### config.mk
export PLATFORM = sky130hd
export DESIGN_NAME = serial_adder_sub
export DESIGN_NICKNAME = d
export VERILOG_FILES = /design/src/rtl/serial_adder_sub_pkg.sv /design/src/rtl/serial_adder_sub_full_adder.sv /design/src/rtl/serial_adder_sub.sv
export SDC_FILE = /design/constraint.sdc
export NUM_CORES = 1
export LEC_CHECK = 0
export CAP_MARGIN = 20
export CORE_MARGIN = 3
export CORE_UTILIZATION = 54
export DETAILED_ROUTE_END_ITERATION = 8
export GPL_ROUTABILITY_DRIVEN = 0
export GPL_TIMING_DRIVEN = 0
export PLACE_DENSITY = 0.82
export SETUP_SLACK_MARGIN = 0.3
export SLEW_MARGIN = 20
export SYNTH_ARGS = -nofsm -noshare
export SYNTH_HDL_FRONTEND = slang
export SYNTH_HIERARCHICAL = 1
export SYNTH_SLANG_ARGS = --single-unit
### constraint.sdc
create_clock -name i_clk -period 2.7 [get_ports i_clk]
set_clock_uncertainty 0.2 [all_clocks]
set_input_delay 0.54 -clock i_clk [delete_from_list [all_inputs] [get_ports i_clk]]
set_output_delay 0.54 -clock i_clk [all_outputs]
set_load 0.01 [all_outputs]
### src/rtl/serial_adder_sub_pkg.sv
// Shared definitions for the bit-serial adder/subtractor: FSM state encoding
// and the bit-counter width helper.
package serial_adder_sub_pkg;

  // State encoding; the unused code 2'd3 is steered back to S_IDLE by the FSM.
  typedef enum logic [1:0] {
    S_IDLE = 2'd0,
    S_RUN  = 2'd1,
    S_DONE = 2'd2
  } state_e;

  // Bit counter needs to count 0..WIDTH-1, but never narrower than one bit.
  function automatic int cnt_width(input int width);
    if (width > 1) begin
      return $clog2(width);
    end else begin
      return 1;
    end
  endfunction

endpackage

### src/rtl/serial_adder_sub_full_adder.sv
// Single-bit full adder cell: the one arithmetic element the serial datapath
// reuses every clock.
module full_adder_bit (
  input  logic i_a,
  input  logic i_b,
  input  logic i_cin,
  output logic o_s,
  output logic o_cout
);

  // Sum and carry of three input bits.
  always_comb begin
    o_s    = i_a ^ i_b ^ i_cin;
    o_cout = (i_a & i_b) | (i_a & i_cin) | (i_b & i_cin);
  end

endmodule

### src/rtl/serial_adder_sub.sv
// Bit-serial adder/subtractor. Operands are latched on an accepted start and
// resolved LSB first, one bit per clock, through a single full adder and a
// carry flip-flop. Subtraction is a + ~b + 1, the +1 entering as initial carry.
module serial_adder_sub
  import serial_adder_sub_pkg::*;
#(
  parameter int WIDTH = 4
) (
  input  logic             i_clk,
  input  logic             i_rst,
  input  logic             i_start,
  input  logic             i_sub,
  input  logic [WIDTH-1:0] i_a,
  input  logic [WIDTH-1:0] i_b,
  output logic             o_busy,
  output logic             o_done,
  output logic [WIDTH-1:0] o_sum,
  output logic             o_cout,
  output logic             o_overflow
);

  localparam int             CW   = cnt_width(WIDTH);
  localparam logic [CW-1:0]  LAST = CW'(WIDTH - 1);

  state_e           r_state;
  logic [WIDTH-1:0] r_a_sh;
  logic [WIDTH-1:0] r_b_sh;
  logic [WIDTH-1:0] r_res;
  logic             r_carry;
  logic [CW-1:0]    r_cnt;

  logic             w_s;
  logic             w_c;
  logic [WIDTH-1:0] w_a_nxt;
  logic [WIDTH-1:0] w_b_nxt;
  logic [WIDTH-1:0] w_res_nxt;

  full_adder_bit u_fa (
    .i_a    (r_a_sh[0]),
    .i_b    (r_b_sh[0]),
    .i_cin  (r_carry),
    .o_s    (w_s),
    .o_cout (w_c)
  );

  // Shift-right values for the operand registers; the new sum bit enters the
  // result register at the MSB so that after WIDTH shifts it is aligned.
  always_comb begin
    w_a_nxt            = r_a_sh >> 1'b1;
    w_b_nxt            = r_b_sh >> 1'b1;
    w_res_nxt          = r_res >> 1'b1;
    w_res_nxt[WIDTH-1] = w_s;
  end

  // Control FSM, datapath registers and registered outputs.
  always_ff @(posedge i_clk) begin
    if (i_rst) begin
      r_state    <= S_IDLE;
      r_a_sh     <= '0;
      r_b_sh     <= '0;
      r_res      <= '0;
      r_carry    <= 1'b0;
      r_cnt      <= '0;
      o_busy     <= 1'b0;
      o_done     <= 1'b0;
      o_sum      <= '0;
      o_cout     <= 1'b0;
      o_overflow <= 1'b0;
    end else begin
      case (r_state)
        S_IDLE, S_DONE: begin
          o_done <= 1'b0;
          if (i_start) begin
            // Accept: sum/cout/overflow keep their old values until the new DONE.
            r_a_sh  <= i_a;
            r_b_sh  <= i_sub ? ~i_b : i_b;
            r_carry <= i_sub;
            r_cnt   <= '0;
            o_busy  <= 1'b1;
            r_state <= S_RUN;
          end else begin
            r_state <= S_IDLE;
          end
        end
        S_RUN: begin
          r_a_sh  <= w_a_nxt;
          r_b_sh  <= w_b_nxt;
          r_res   <= w_res_nxt;
          r_carry <= w_c;
          r_cnt   <= r_cnt + 1'b1;
          if (r_cnt == LAST) begin
            // r_carry here is the carry into the MSB; w_c is the carry out.
            r_state    <= S_DONE;
            o_busy     <= 1'b0;
            o_done     <= 1'b1;
            o_sum      <= w_res_nxt;
            o_cout     <= w_c;
            o_overflow <= r_carry ^ w_c;
          end else begin
            r_state <= S_RUN;
          end
        end
        default: begin
          r_state <= S_IDLE;
          o_busy  <= 1'b0;
          o_done  <= 1'b0;
        end
      endcase
    end
  end

endmodule

==> results.md <==
| Quantity | This run |
|---|---|
| Power density normalized to cell area | 507 mW/mm^2 |
| Number of global-route vias before repair | 748 |
| Clock buffer depth | 2 |
| Share of the clock period used by the worst path after layout | 0.719 |
| Total overflow reported by the global router | 0 |
| Pin count of the biggest net entering global routing | 14 |
| Drt wl/cell | 11.8 um |
| Beginning of the critical path | o_done |
| Final min period | 1.94 ns |
| Effective utilization at floorplan | 0.592 |
| Final count of negative-setup-slack endpoints | 0 |
| Post-DP Area | 0.00128 mm^2 |
| Hold/Removal Path Class | flop to flop |
| Max transition margin | 0.655 |
| Final worst setup slack | 0.759 ns |
| WP data arrival | 1.20 ns |
| Total power after layout | 0.666 mW |
| Register-to-Register Setup Slack | 1.11 ns |
| Number of port buffers | 18 |
| HPWL reported at the end of detailed placement | 1380 um |
| Die H | 50.4 um |
| Number of inserted diodes | 0 |
| Biggest cell delay along the critical path | 0.54 ns |
| Growth of design area from synthesis to finish | 23.2% |
| Kind of cell adding the most delay to the critical path | buffers and inverters |
| Number of buffers inserted for hold repair after clock tree synthesis | 0 |
| Number of different library cells in the post-synthesis netlist | 24 |
| Kind of critical path | flop to output pin |
| Number of register bits inferred by synthesis | 24 |
| Synth warnings | 6 |
| First-pass iteration count of the detailed router | 4 |
| Last element of the critical path | o_done |
| Max-cap violations | 0 |
| Sequential element share of the synthesized area | 0.451 |
| Total stage count of the critical path | 1 |
| Global-route wire length before repair | 3350 um |
| # fillers | 157 |
| Final instance area | 0.00131 mm^2 |
| Kind of launch point of the worst setup path | flop |
| Series of cell instances along the critical path | clkdlybuf4s50_1 |
| Syn Inst Count | 114 |
| Number of DRC violations after detailed-routing iteration 0 | 21 |
| Routed via count divided by cell count | 5.29 |
| CTS clk-pin slew, worst paths | 0.13 ns |
| Number of buffers added for setup after CTS | 0 |
| Cell area after synthesis | 0.00107 mm^2 |
| Endpoints failing hold | 0 |
| Area of the core region | 0.00180 mm^2 |
| Largest fanout of any net on the critical path | 2 |
| Total routing resource utilization after global routing | 0.172 |
| End of the worst register-to-register path | o_sum[0] |
| Sort of element at the end of the critical path | output pin |
| Final Net Count | 151 |
| Final cell utilization of the core | 0.729 |
| Static Leak | 0.458 nW |
| Number of rows in the core area | 15 |
| Pre-CTS setup slack | 0.688 ns |
| Buffering stage count on the worst path with inverters included | 1 |
| Post_cts resized | 0 |
| Detailed Route WL | 1900 um |
| Full die area | 0.00254 mm^2 |
| Fraction of layout cells with a size suffix above 1 | 0.176 |
| Average instance area after synthesis | 9.35 um^2 |
| DIE WIDTH | 50.4 um |
| Total nets after synthesis | 128 |
| Maximum vdd ir drop | 363 uV |
| Clock tree from TritonCTS | done |
| Number of antenna violations at the first check in global routing | 0 |
| Clk Latency, worst-skew pair | 0.31 ns |
| Number of buffers created by CTS | 3 |
| Least-Margin Pin Slew | 0.517 ns |
| I/O pin count | 20 |
| Highest clock frequency the design can meet | 515 MHz |
| Unrepaired setup endpoints after global routing | false |
| Clock root cell | sky130_fd_sc_hd__clkbuf_4 |
| CP max-delay cell | sky130_fd_sc_hd__clkdlybuf4s50_1 |
| Req. time, crit path | 1.96 ns |
| Number of cells traversed by the worst register-to-register path | 5 |
| Count of nets left with antenna violations after detail routing | 0 |
| Overall via count from detail_route | 852 |
| Result of the run | complete, no violations |
| Post-detailed-route DRC marker count | 0 |
| Sinks on the clock net | 24 |
| Count of H-tree levels built during CTS | 1 |
| Max-slew violations | 0 |
| Origin of the critical flop-to-flop path | r_cnt[0] |
| Post-Route Setup TNS | 0 ns |
==> final cells by class <==
| class | count | area, um^2 | area share |
|---|---|---|---|
| plain buffers | 10 | 77.6 | 0.0590 |
| clock buffers | 4 | 36.3 | 0.0276 |
| multi-input cells | 80 | 508 | 0.387 |
| flip-flops and latches | 24 | 480 | 0.366 |
| well taps | 25 | 31.3 | 0.0238 |
| repair buffers | 18 | 180 | 0.137 |
==> flip-flops by register name, indices dropped and copies added (netlist names) <==
signal	cells
r_res	3
r_cnt	2
o_done	1
r_b_sh	4
o_busy	1
o_cout	1
r_state	2
o_sum	4
r_carry	1
r_a_sh	4
o_overflow	1
==> layout by cell type, fill, tap and decap left out <==
master and count:
sky130_fd_sc_hd__nand2_1 15, sky130_fd_sc_hd__buf_4 1, sky130_fd_sc_hd__clkdlybuf4s50_1 18, sky130_fd_sc_hd__o21ai_0 1, sky130_fd_sc_hd__nand2b_1 3, sky130_fd_sc_hd__clkbuf_1 2, sky130_fd_sc_hd__a21oi_2 6, sky130_fd_sc_hd__ha_1 1
sky130_fd_sc_hd__buf_12 1, sky130_fd_sc_hd__nand3_4 1, sky130_fd_sc_hd__dfxtp_1 24, sky130_fd_sc_hd__buf_6 2, sky130_fd_sc_hd__buf_2 4, sky130_fd_sc_hd__nand3_1 11, sky130_fd_sc_hd__clkbuf_4 3, sky130_fd_sc_hd__a22oi_1 7
sky130_fd_sc_hd__xor2_1 5, sky130_fd_sc_hd__fa_1 1, sky130_fd_sc_hd__clkbuf_8 1, sky130_fd_sc_hd__nand3_2 5, sky130_fd_sc_hd__nor2b_1 1, sky130_fd_sc_hd__and2b_1 1, sky130_fd_sc_hd__nor3_1 1, sky130_fd_sc_hd__o21a_1 1
sky130_fd_sc_hd__nor2_1 4, sky130_fd_sc_hd__a21oi_1 15, sky130_fd_sc_hd__nand3b_1 1
==> how the worst min path moves through the flow <==
stage / from / end / cells after the start
final: o_overflow / o_overflow / 2
after global routing: o_sum[3] / o_sum[3] / 2
after CTS: o_sum[3] / o_sum[3] / 2
after detailed placement: o_sum[3] / o_sum[3] / 2
after global placement: o_overflow / o_overflow / 2
after floorplan: r_b_sh[1] / r_b_sh[1] / 2
==> synth_stat cells <==
| cell type | n | area share |
|---|---|---|
| sky130_fd_sc_hd__nand3_2 | 5 | 0.047 |
| sky130_fd_sc_hd__nand3b_1 | 1 | 0.0070 |
| sky130_fd_sc_hd__o21a_1 | 1 | 0.0070 |
| sky130_fd_sc_hd__buf_4 | 1 | 0.0070 |
| sky130_fd_sc_hd__a21oi_1 | 15 | 0.070 |
| sky130_fd_sc_hd__o21ai_0 | 1 | 0.0047 |
| sky130_fd_sc_hd__fa_1 | 1 | 0.019 |
| sky130_fd_sc_hd__buf_12 | 1 | 0.019 |
| sky130_fd_sc_hd__and2b_1 | 1 | 0.0070 |
| sky130_fd_sc_hd__buf_2 | 4 | 0.019 |
| sky130_fd_sc_hd__xor2_1 | 5 | 0.041 |
| sky130_fd_sc_hd__nand3_4 | 1 | 0.016 |
| sky130_fd_sc_hd__a21oi_2 | 6 | 0.049 |
| sky130_fd_sc_hd__nor3_1 | 1 | 0.0047 |
| sky130_fd_sc_hd__nand2b_1 | 3 | 0.018 |
| sky130_fd_sc_hd__ha_1 | 1 | 0.012 |
| sky130_fd_sc_hd__nand2_1 | 15 | 0.053 |
| sky130_fd_sc_hd__nor2b_1 | 1 | 0.0059 |
| sky130_fd_sc_hd__dfxtp_1 | 24 | 0.45 |
| sky130_fd_sc_hd__a22oi_1 | 7 | 0.049 |
| sky130_fd_sc_hd__nand3_1 | 11 | 0.052 |
| sky130_fd_sc_hd__clkbuf_1 | 2 | 0.0070 |
| sky130_fd_sc_hd__buf_6 | 2 | 0.021 |
| sky130_fd_sc_hd__nor2_1 | 4 | 0.014 |
==> layer usage <==
| metal | part of all wire | wire (um) | up-vias | global-route usage |
|---|---|---|---|---|
| met5 | 0 | 0 | - | 0 |
| met4 | 0.011 | 21 | 0 | 0.0404 |
| met3 | 0.053 | 101 | 4 | 0.0534 |
| met2 | 0.48 | 906 | 21 | 0.287 |
| met1 | 0.46 | 866 | 389 | 0.216 |
| li1 | - | - | 438 | - |
==> where the power goes <==
part	total (mW)	leakage, nW	switching, mW	internal, mW
Combinational	0.102	0.241	0.0515	0.0500
Clock	0.184	0.0210	0.102	0.0824
Sequential	0.380	0.196	0.0107	0.370
Total	0.666	0.458	0.164	0.502
==> per-stage QoR <==
step / std cells / hold slack, ns
global placement: 157 / 0.250
CTS: 161 / 0.276
global route: 161 / 0.292
detailed placement: 157 / 0.258
floorplan: 114 / 0.242
finish: 161 / 0.275
==> logic make-up (layout without fill, tap and decap cells) <==
| family | after synthesis | count (layout) | share of synthesized area |
|---|---|---|---|
| and+or+nand+nor | 43 | 43 | 0.224 |
| AOI/OAI and AO/OA | 30 | 30 | 0.181 |
| DFF | 24 | 24 | 0.451 |
| buffers and inverters | 10 | 32 | 0.0728 |
| xor gates and xnor gates | 5 | 5 | 0.0411 |
| adders and majority gates | 2 | 2 | 0.0305 |
Power figures use the tool's default switching activity.
